## src/rtl/bp_pkg.sv

```systemverilog
// Shared types and helpers for the branch-predictor training driver.
package bp_pkg;

  localparam int AW = 32;
  localparam logic [AW-1:0] PC_INC = AW'(4);

  // One resolved outcome waiting for retire; mis is precomputed at enqueue.
  typedef struct packed {
    logic [AW-1:0] pc;
    logic          isbranch;
    logic          taken;
    logic [AW-1:0] target;
    logic          mis;
  } bp_entry_t;

  // Architecturally correct next PC for a resolved instruction.
  function automatic logic [AW-1:0] bp_actual_next(input bp_entry_t e);
    return (e.isbranch && e.taken) ? e.target : (e.pc + PC_INC);
  endfunction

  // Build a queue entry from execute-side fields, flagging a target mispredict.
  function automatic bp_entry_t bp_make_entry(
    input logic [AW-1:0] pc,
    input logic          isbranch,
    input logic          taken,
    input logic [AW-1:0] target,
    input logic [AW-1:0] pred
  );
    bp_entry_t e;
    e.pc       = pc;
    e.isbranch = isbranch;
    e.taken    = taken;
    e.target   = target;
    e.mis      = 1'b0;
    e.mis      = (bp_actual_next(e) != pred);
    return e;
  endfunction

endpackage

```

## src/rtl/bp_train_driver_if.sv

```systemverilog
// Execute/retire-facing bus of the training driver: resolved outcomes in,
// predictor training pulses and front-end redirect out.
interface bp_train_driver_if;
  import bp_pkg::*;

  logic          res_valid0;
  logic          res_valid1;
  logic [AW-1:0] res_pc0;
  logic [AW-1:0] res_pc1;
  logic          res_isbranch0;
  logic          res_isbranch1;
  logic          res_taken0;
  logic          res_taken1;
  logic [AW-1:0] res_target0;
  logic [AW-1:0] res_target1;
  logic [AW-1:0] res_pred0;
  logic [AW-1:0] res_pred1;
  logic          res_ready;
  logic [1:0]    retire_cnt;
  logic          flush;
  logic          train_valid0;
  logic          train_valid1;
  logic          isbranch0;
  logic          isbranch1;
  logic          taken0;
  logic          taken1;
  logic [AW-1:0] address_branch0;
  logic [AW-1:0] address_branch1;
  logic [AW-1:0] address_result0;
  logic [AW-1:0] address_result1;
  logic          redirect_valid;
  logic [AW-1:0] redirect_pc;

  modport master (
    output res_valid0, res_valid1, res_pc0, res_pc1,
           res_isbranch0, res_isbranch1, res_taken0, res_taken1,
           res_target0, res_target1, res_pred0, res_pred1,
           retire_cnt, flush,
    input  res_ready, train_valid0, train_valid1, isbranch0, isbranch1,
           taken0, taken1, address_branch0, address_branch1,
           address_result0, address_result1, redirect_valid, redirect_pc
  );

  modport slave (
    input  res_valid0, res_valid1, res_pc0, res_pc1,
           res_isbranch0, res_isbranch1, res_taken0, res_taken1,
           res_target0, res_target1, res_pred0, res_pred1,
           retire_cnt, flush,
    output res_ready, train_valid0, train_valid1, isbranch0, isbranch1,
           taken0, taken1, address_branch0, address_branch1,
           address_result0, address_result1, redirect_valid, redirect_pc
  );

endinterface

```

## src/rtl/bp_train_fifo.sv

```systemverilog
// Two-write / two-read circular buffer of resolved outcomes. The caller
// guarantees space for writes and never reads more than count.
module bp_train_fifo
  import bp_pkg::*;
#(
  parameter int DEPTH = 8,
  localparam int PW = $clog2(DEPTH),
  localparam int CW = PW + 1
) (
  input  logic          clk,
  input  logic          rst_n,
  input  logic [1:0]    wr_cnt_i,
  input  bp_entry_t     wr_data0_i,
  input  bp_entry_t     wr_data1_i,
  input  logic [1:0]    rd_cnt_i,
  input  logic          clr_i,
  output bp_entry_t     rd_data0_o,
  output bp_entry_t     rd_data1_o,
  output logic [CW-1:0] count_o
);

  bp_entry_t     mem_q [DEPTH];
  logic [PW-1:0] wr_ptr_q, wr_ptr_d, wr_ptr_p1;
  logic [PW-1:0] rd_ptr_q, rd_ptr_d, rd_ptr_p1;
  logic [CW-1:0] count_q, count_d;

  // Power-of-two depth lets pointer arithmetic wrap for free.
  assign wr_ptr_p1 = wr_ptr_q + PW'(1);
  assign rd_ptr_p1 = rd_ptr_q + PW'(1);

  // Next pointers/count; a clear empties the queue and drops this cycle's writes.
  always_comb begin
    wr_ptr_d = wr_ptr_q + PW'(wr_cnt_i);
    rd_ptr_d = rd_ptr_q + PW'(rd_cnt_i);
    count_d  = count_q + CW'(wr_cnt_i) - CW'(rd_cnt_i);
    if (clr_i) begin
      wr_ptr_d = '0;
      rd_ptr_d = '0;
      count_d  = '0;
    end
  end

  // Pointer and occupancy state.
  always_ff @(posedge clk or negedge rst_n) begin
    if (!rst_n) begin
      wr_ptr_q <= '0;
      rd_ptr_q <= '0;
      count_q  <= '0;
    end else begin
      wr_ptr_q <= wr_ptr_d;
      rd_ptr_q <= rd_ptr_d;
      count_q  <= count_d;
    end
  end

  // Storage array: lane-ordered writes at tail and tail+1.
  always_ff @(posedge clk) begin
    if (!clr_i && (wr_cnt_i != 2'd0)) mem_q[wr_ptr_q]  <= wr_data0_i;
    if (!clr_i && (wr_cnt_i == 2'd2)) mem_q[wr_ptr_p1] <= wr_data1_i;
  end

  assign rd_data0_o = mem_q[rd_ptr_q];
  assign rd_data1_o = mem_q[rd_ptr_p1];
  assign count_o    = count_q;

endmodule

```

## src/rtl/bp_train_driver.sv

```systemverilog
// Retire-side producer of the gselect training stream: buffers resolved
// outcomes in program order, trains on commit, redirects on mispredict.
module bp_train_driver
  import bp_pkg::*;
#(
  parameter int DEPTH = 8
) (
  input  logic              clk,
  input  logic              rst_n,
  bp_train_driver_if.slave  bus
);

  localparam int CW = $clog2(DEPTH) + 1;

  bp_entry_t     enq_e0, enq_e1;
  bp_entry_t     wr_d0, wr_d1;
  bp_entry_t     head0, head1;
  logic [CW-1:0] count;
  logic          ready;
  logic [1:0]    wr_cnt;
  logic [1:0]    ret_req;
  logic [1:0]    rd_cnt;
  logic [1:0]    lane_train;
  logic          mis_hit;
  logic          clr;
  logic [AW-1:0] redir_pc;
  logic          redirect_valid_q;
  logic [AW-1:0] redirect_pc_q;

  assign enq_e0 = bp_make_entry(bus.res_pc0, bus.res_isbranch0, bus.res_taken0,
                                bus.res_target0, bus.res_pred0);
  assign enq_e1 = bp_make_entry(bus.res_pc1, bus.res_isbranch1, bus.res_taken1,
                                bus.res_target1, bus.res_pred1);

  // Ready only when both lanes are guaranteed a slot.
  assign ready         = (CW'(DEPTH) - count) >= CW'(2);
  assign bus.res_ready = ready;

  // Enqueue: compact a lone lane-1 outcome down to the tail slot.
  always_comb begin
    wr_cnt = 2'd0;
    wr_d0  = enq_e1;
    wr_d1  = enq_e1;
    if (ready) begin
      if (bus.res_valid0) begin
        wr_d0  = enq_e0;
        wr_cnt = bus.res_valid1 ? 2'd2 : 2'd1;
      end else if (bus.res_valid1) begin
        wr_cnt = 2'd1;
      end
    end
  end

  // Retire count: 3 means 2, and never pop more than is queued.
  always_comb begin
    ret_req = (bus.retire_cnt == 2'd3) ? 2'd2 : bus.retire_cnt;
    rd_cnt  = ret_req;
    if (CW'(ret_req) > count) rd_cnt = count[1:0];
  end

  bp_train_fifo #(.DEPTH(DEPTH)) u_fifo (
    .clk        (clk),
    .rst_n      (rst_n),
    .wr_cnt_i   (wr_cnt),
    .wr_data0_i (wr_d0),
    .wr_data1_i (wr_d1),
    .rd_cnt_i   (rd_cnt),
    .clr_i      (clr),
    .rd_data0_o (head0),
    .rd_data1_o (head1),
    .count_o    (count)
  );

  // Oldest mispredict wins: it still trains, younger lane is suppressed.
  always_comb begin
    lane_train[0] = (rd_cnt != 2'd0);
    lane_train[1] = (rd_cnt == 2'd2) && !head0.mis;
    mis_hit       = 1'b0;
    redir_pc      = bp_actual_next(head0);
    if (lane_train[0] && head0.mis) begin
      mis_hit = 1'b1;
    end else if (lane_train[1] && head1.mis) begin
      mis_hit  = 1'b1;
      redir_pc = bp_actual_next(head1);
    end
  end

  // Either a mispredict or an external flush empties the queue.
  assign clr = bus.flush | mis_hit;

  // Per-lane registered training outputs.
  for (genvar gi = 0; gi < 2; gi++) begin : g_lane
    bp_entry_t     e;
    logic          tv_q;
    logic          isb_q;
    logic          tk_q;
    logic [AW-1:0] ab_q;
    logic [AW-1:0] ar_q;

    assign e = (gi == 0) ? head0 : head1;

    // One-cycle training pulse carrying the popped entry for this lane.
    always_ff @(posedge clk or negedge rst_n) begin
      if (!rst_n) begin
        tv_q  <= 1'b0;
        isb_q <= 1'b0;
        tk_q  <= 1'b0;
        ab_q  <= '0;
        ar_q  <= '0;
      end else begin
        tv_q  <= lane_train[gi];
        isb_q <= lane_train[gi] & e.isbranch;
        tk_q  <= lane_train[gi] & e.isbranch & e.taken;
        ab_q  <= lane_train[gi] ? e.pc : '0;
        ar_q  <= lane_train[gi] ? e.target : '0;
      end
    end
  end

  // Redirect register; an external flush owns the front end, so no redirect then.
  always_ff @(posedge clk or negedge rst_n) begin
    if (!rst_n) begin
      redirect_valid_q <= 1'b0;
      redirect_pc_q    <= '0;
    end else begin
      redirect_valid_q <= mis_hit & ~bus.flush;
      redirect_pc_q    <= (mis_hit & ~bus.flush) ? redir_pc : '0;
    end
  end

  assign bus.train_valid0    = g_lane[0].tv_q;
  assign bus.train_valid1    = g_lane[1].tv_q;
  assign bus.isbranch0       = g_lane[0].isb_q;
  assign bus.isbranch1       = g_lane[1].isb_q;
  assign bus.taken0          = g_lane[0].tk_q;
  assign bus.taken1          = g_lane[1].tk_q;
  assign bus.address_branch0 = g_lane[0].ab_q;
  assign bus.address_branch1 = g_lane[1].ab_q;
  assign bus.address_result0 = g_lane[0].ar_q;
  assign bus.address_result1 = g_lane[1].ar_q;
  assign bus.redirect_valid  = redirect_valid_q;
  assign bus.redirect_pc     = redirect_pc_q;

endmodule

```

## src/flat_wrapper.sv

```systemverilog
// flat-port wrapper written by rule: the top's interface ports become plain ports
module bp_train_driver_flat import bp_pkg::*;
#(
  parameter int DEPTH = 8
)
  (clk, rst_n, bus_res_valid0, bus_res_valid1, bus_res_pc0, bus_res_pc1, bus_res_isbranch0, bus_res_isbranch1, bus_res_taken0, bus_res_taken1, bus_res_target0, bus_res_target1, bus_res_pred0, bus_res_pred1, bus_retire_cnt, bus_flush, bus_res_ready, bus_train_valid0, bus_train_valid1, bus_isbranch0, bus_isbranch1, bus_taken0, bus_taken1, bus_address_branch0, bus_address_branch1, bus_address_result0, bus_address_result1, bus_redirect_valid, bus_redirect_pc);
  bp_train_driver_if bus_i ();
  input  logic clk;
  input  logic rst_n;
  input wire logic [$bits(bus_i.res_valid0)-1:0] bus_res_valid0;
  input wire logic [$bits(bus_i.res_valid1)-1:0] bus_res_valid1;
  input wire logic [$bits(bus_i.res_pc0)-1:0] bus_res_pc0;
  input wire logic [$bits(bus_i.res_pc1)-1:0] bus_res_pc1;
  input wire logic [$bits(bus_i.res_isbranch0)-1:0] bus_res_isbranch0;
  input wire logic [$bits(bus_i.res_isbranch1)-1:0] bus_res_isbranch1;
  input wire logic [$bits(bus_i.res_taken0)-1:0] bus_res_taken0;
  input wire logic [$bits(bus_i.res_taken1)-1:0] bus_res_taken1;
  input wire logic [$bits(bus_i.res_target0)-1:0] bus_res_target0;
  input wire logic [$bits(bus_i.res_target1)-1:0] bus_res_target1;
  input wire logic [$bits(bus_i.res_pred0)-1:0] bus_res_pred0;
  input wire logic [$bits(bus_i.res_pred1)-1:0] bus_res_pred1;
  input wire logic [$bits(bus_i.retire_cnt)-1:0] bus_retire_cnt;
  input wire logic [$bits(bus_i.flush)-1:0] bus_flush;
  output wire logic [$bits(bus_i.res_ready)-1:0] bus_res_ready;
  output wire logic [$bits(bus_i.train_valid0)-1:0] bus_train_valid0;
  output wire logic [$bits(bus_i.train_valid1)-1:0] bus_train_valid1;
  output wire logic [$bits(bus_i.isbranch0)-1:0] bus_isbranch0;
  output wire logic [$bits(bus_i.isbranch1)-1:0] bus_isbranch1;
  output wire logic [$bits(bus_i.taken0)-1:0] bus_taken0;
  output wire logic [$bits(bus_i.taken1)-1:0] bus_taken1;
  output wire logic [$bits(bus_i.address_branch0)-1:0] bus_address_branch0;
  output wire logic [$bits(bus_i.address_branch1)-1:0] bus_address_branch1;
  output wire logic [$bits(bus_i.address_result0)-1:0] bus_address_result0;
  output wire logic [$bits(bus_i.address_result1)-1:0] bus_address_result1;
  output wire logic [$bits(bus_i.redirect_valid)-1:0] bus_redirect_valid;
  output wire logic [$bits(bus_i.redirect_pc)-1:0] bus_redirect_pc;
  assign bus_i.res_valid0 = bus_res_valid0;
  assign bus_i.res_valid1 = bus_res_valid1;
  assign bus_i.res_pc0 = bus_res_pc0;
  assign bus_i.res_pc1 = bus_res_pc1;
  assign bus_i.res_isbranch0 = bus_res_isbranch0;
  assign bus_i.res_isbranch1 = bus_res_isbranch1;
  assign bus_i.res_taken0 = bus_res_taken0;
  assign bus_i.res_taken1 = bus_res_taken1;
  assign bus_i.res_target0 = bus_res_target0;
  assign bus_i.res_target1 = bus_res_target1;
  assign bus_i.res_pred0 = bus_res_pred0;
  assign bus_i.res_pred1 = bus_res_pred1;
  assign bus_i.retire_cnt = bus_retire_cnt;
  assign bus_i.flush = bus_flush;
  assign bus_res_ready = bus_i.res_ready;
  assign bus_train_valid0 = bus_i.train_valid0;
  assign bus_train_valid1 = bus_i.train_valid1;
  assign bus_isbranch0 = bus_i.isbranch0;
  assign bus_isbranch1 = bus_i.isbranch1;
  assign bus_taken0 = bus_i.taken0;
  assign bus_taken1 = bus_i.taken1;
  assign bus_address_branch0 = bus_i.address_branch0;
  assign bus_address_branch1 = bus_i.address_branch1;
  assign bus_address_result0 = bus_i.address_result0;
  assign bus_address_result1 = bus_i.address_result1;
  assign bus_redirect_valid = bus_i.redirect_valid;
  assign bus_redirect_pc = bus_i.redirect_pc;
  bp_train_driver #(.DEPTH(DEPTH)) u_core (.clk(clk), .rst_n(rst_n), .bus(bus_i));
endmodule
```

## config.mk

```make
export PLATFORM = sky130hd
export DESIGN_NAME = bp_train_driver_flat
export DESIGN_NICKNAME = d
export VERILOG_FILES = /design/src/rtl/bp_pkg.sv /design/src/rtl/bp_train_driver_if.sv /design/src/rtl/bp_train_fifo.sv /design/src/rtl/bp_train_driver.sv /design/src/flat_wrapper.sv
export SDC_FILE = /design/constraint.sdc
export NUM_CORES = 2
export LEC_CHECK = 0
export ABC_CLOCK_PERIOD_IN_PS = 7800
export BUFFER_PORTS_ARGS = -buffer_cell sky130_fd_sc_hd__buf_4
export CORE_MARGIN = 10
export CORE_UTILIZATION = 45
export DETAILED_ROUTE_END_ITERATION = 10
export HOLD_SLACK_MARGIN = 0.12
export PLACE_DENSITY = 0.75
export SLEW_MARGIN = 20
export SYNTH_ARGS = -nofsm -noshare
export SYNTH_HDL_FRONTEND = slang
export SYNTH_SLANG_ARGS = --single-unit
```

## constraint.sdc

```tcl
create_clock -name clk -period 7.8 [get_ports clk]
set_input_delay 1.56 -clock clk [delete_from_list [all_inputs] [get_ports clk]]
set_output_delay 1.56 -clock clk [all_outputs]
set_load 0.03 [all_outputs]
```

==> impl_metrics.py <==
metrics = {
    "status": {
        "status": "completed",
    },
    "synth": {
        "synth_compound_area_share_pct": 4.49,
        "synthXorXnorAreaFrac_pct": 3.06,
        "synth_simple_gate_area_share_pct": 7.24,
        "syn_avg_cell_area_um2": 13.6,
        "synth_top_family_by_area": "multiplexers",
        "ys_ff_latch": 713,
        "ys.flop_type": "edfxtp_1",
        "synth_nets": 3303,
        "synthesis.area_um2": 42000,
        "yosysTopAreaCell": "edfxtp_1",
        "synthMuxAreaShare_pct": 32.1,
        "yosysTopAreaCellShare_pct": 38.3,
        "syn_inst": 3078,
        "synth_adder_area_share_pct": 0.727,
        "synth_enable_flop_cells": 536,
        "async_reset_ff_share_pct": 24.8,
        "netlist-cell-type-count": 84,
        "synth-seq-area-share_pct": 48.9,
        "yosysWarnings": 0,
        "ys_top_cells_by_area": "edfxtp_1, mux4_2, mux2_2",
    },
    "routing": {
        "drtIter0Drc": 4399,
        "wire_per_inst_um": 34.5,
        "firstDrtPassIters": 6,
        "drcViolationCount": 0,
        "wl_um": 159000,
        "drtAntennaViolNets": 0,
        "vias_per_cell": 6.59,
        "vias": 30402,
    },
    "grt": {
        "grt_max_degree": 121,
        "overflow": 0,
        "antenna_found_initial": 13,
        "grt_pass1_vias": 30242,
        "grt_pass1_wl_um": 224000,
        "grt_use_total_pct": 29.1,
    },
    "cells_and_area": {
        "ff_latch_area_um2": 20500,
        "final_common_cell": "edfxtp_1",
        "nets": 3516,
        "mostFrequentLayoutCells": "edfxtp_1, mux2_2, buf_4",
        "drive_gt1_share_pct": 40.3,
        "syn2layout_area_growth_pct": 15.5,
        "fin_util_pct": 52.2,
        "nFillCells": 7854,
        "multiInputGateArea_um2": 20300,
    },
    "timing": {
        "finalClockSkew_ps": 30.7,
        "fmax_ghz": 0.166,
        "finalSetupTns_ps": 0,
        "fin_ws_ps": 1760,
        "setup_violations": 0,
        "period_minus_slack_ps": 6040,
        "fin_crit_sh_pct": 77.4,
        "rsz0062_at_grt": "no",
        "maxSlewViolCount": 0,
        "worst_slew_pin_slew_ps": 1200,
        "final_hold_viol_count": 0,
        "max_slew_margin_pct": 19.8,
    },
    "power": {
        "combPwrFrac_pct": 47.8,
        "power.density_nw_per_um2": 342,
        "irDropWorstVdd_v": 0.000245,
        "power.share.clock_pct": 22.4,
        "sw_frac_of_total_pct": 40.0,
        "power.internal_w": 0.00995,
        "p_switching_w": 0.00662,
        "seq_power_share_pct": 29.8,
        "leakage_nw": 16.8,
    },
    "clock_network": {
        "cts_root_buf": "clkbuf_16",
        "clkTransAtPathRegs_ps": 60,
        "htreeDepth": 3,
        "cts-hold-fix-buffers": 0,
        "cts-resized-gates": 0,
        "numCtsBuffers": 75,
        "clock_latency_ps": 640,
        "post-cts-setup-buffers": 0,
        "cts.sinks": 713,
        "cts_tree": "done",
        "cts.path.max_buffers": 3,
    },
    "floorplan": {
        "initial_core_util_pct": 45.2,
        "die-area_um2": 106000,
        "die_x_um": 326,
        "io-pin-count": 371,
        "fp.dieH_um": 326,
        "placementRows": 112,
        "core_um2": 92900,
    },
    "worst_setup_path": {
        "reg2reg_to": "u_core.bus.redirect_pc[31]",
        "critPathArrivalTime_ps": 6520,
        "crit_required_ps": 8280,
        "r2r.worst_path.cells": 11,
        "rrSetupSlack_ps": 1760,
        "crit_path_start": "u_core.u_fifo.rd_ptr_q[0]",
        "start_kind": "flop",
        "path_max_fanout": 54,
        "regToRegStartpoint": "u_core.u_fifo.rd_ptr_q[0]",
        "crit_path_end_kind": "flop",
        "crit_end": "u_core.bus.redirect_pc[31]",
        "critPathKind": "reg -> reg",
    },
    "hold_path": {
        "hold_path.class": "reg -> reg",
        "hold_depth": 3,
    },
    "placed_design": {
        "io_buffers": 370,
        "hpwl_um": 115000,
        "place_congestion": 1.06,
        "place_ws_ps": 1330,
    },
    "job": {
        "max_cap_violations": 0,
    },
}
-- cell usage after synthesis (42+ instances only) --
cell and count:
clkbuf_1 172, xnor2_1 89, buf_1 59, nor2_1 239
buf_2 57, a21oi_1 42, inv_1 51, mux2_2 497
mux2i_1 201, mux4_2 260, nand2_1 92, dfrtp_1 177
o21ai_0 45, xor2_1 58, edfxtp_1 536
-- critical path, cell delays in order, from the launching register on --
cell and delay [ps]:
dfrtp_4 730, ha_4 810, buf_4 860, buf_4 620
mux4_2 580, mux2i_1 780, a211oi_1 200, nand4b_1 320
nor3_1 100, nor3b_1 200, xor2_1 170, o21ai_0 400
-- worst min path at each step --
stage / startpoint / end / slack, ps
6_report: u_core.u_fifo.wr_ptr_q[1] / u_core.u_fifo.wr_ptr_q[1] / 760
5_1_grt: u_core.u_fifo.wr_ptr_q[1] / u_core.u_fifo.wr_ptr_q[1] / 790
4_1_cts: u_core.u_fifo.wr_ptr_q[1] / u_core.u_fifo.wr_ptr_q[1] / 750
3_5_place_dp: u_core.u_fifo.wr_ptr_q[1] / u_core.u_fifo.wr_ptr_q[1] / 730
3_3_place_gp: u_core.u_fifo.wr_ptr_q[1] / u_core.u_fifo.wr_ptr_q[1] / 730
2_1_floorplan: u_core.u_fifo.rd_ptr_q[0] / u_core.u_fifo.rd_ptr_q[0] / 620
-- per-layer routing --
| layer | part of all wire [%] | vias to the layer above | GRT usage [%] | wire (um) |
|---|---|---|---|---|
| li1 | - | 12386 | - | - |
| met1 | 37 | 15398 | 37.5 | 58400 |
| met2 | 45 | 2290 | 44.5 | 72100 |
| met3 | 14 | 324 | 9.64 | 21600 |
| met4 | 4.5 | 4 | 12.6 | 7200 |
| met5 | 0.013 | - | 0 | 21 |
-- registers in the layout, indices dropped and copies added, names as in the netlist --
| signal | cells |
|---|---|
| u_core.bus.isbranch0 | 1 |
| u_core.u_fifo.wr_ptr_q | 3 |
| u_core.bus.address_result0 | 32 |
| u_core.u_fifo.count_o | 4 |
| u_core.u_fifo.rd_ptr_q | 3 |
| u_core.bus.redirect_valid | 1 |
| u_core.bus.redirect_pc | 32 |
| u_core.bus.taken1 | 1 |
| u_core.bus.address_branch1 | 32 |
| u_core.bus.address_result1 | 32 |
| u_core.bus.train_valid0 | 1 |
| u_core.bus.isbranch1 | 1 |
| u_core.u_fifo.mem_q | 536 |
| u_core.bus.address_branch0 | 32 |
| u_core.bus.taken0 | 1 |
| u_core.bus.train_valid1 | 1 |
-- through the flow --
step                hold slack (ps)  total power (W)  instance area [um^2]  cells
floorplan                       618          0.00994                 42000   3078
global placement                734           0.0127                 45900   4467
detailed placement              735           0.0128                 45900   4467
CTS                             748           0.0164                 48500   4604
global route                    790           0.0171                 48500   4612
finish                          756           0.0166                 48500   4613
-- cell families after synthesis --
family / after synthesis
AO/OA/AOI/OAI: 267
XOR/XNOR: 147
adder cells (fa/ha/maj): 22
buffers and inverters: 361
flip-flops: 713
multiplexers: 958
AND/OR/NAND/NOR: 610
-- area by class of cell --
| type | count | share of cell area [%] |
|---|---|---|
| timing repair buffer | 436 | 6.96 |
| tap | 1254 | 3.23 |
| sequential | 713 | 42.3 |
| clock inverter | 39 | 0.782 |
| antenna | 8 | 0.0413 |
| inverter | 61 | 0.472 |
| clock buffer | 98 | 4.43 |
| multi-input combinational | 2004 | 41.8 |
-- power groups by stage --
stage | logic, W | registers [W] | clock network (W)
2_1_floorplan | 0.00458 | 0.00537 | 0
3_3_place_gp | 0.00767 | 0.00499 | 0
3_5_place_dp | 0.00774 | 0.00501 | 0
4_1_cts | 0.00777 | 0.00493 | 0.00374
5_1_grt | 0.00824 | 0.00497 | 0.00387
6_report | 0.00792 | 0.00494 | 0.00371
No activity file was read; power rests on OpenSTA's default activity.
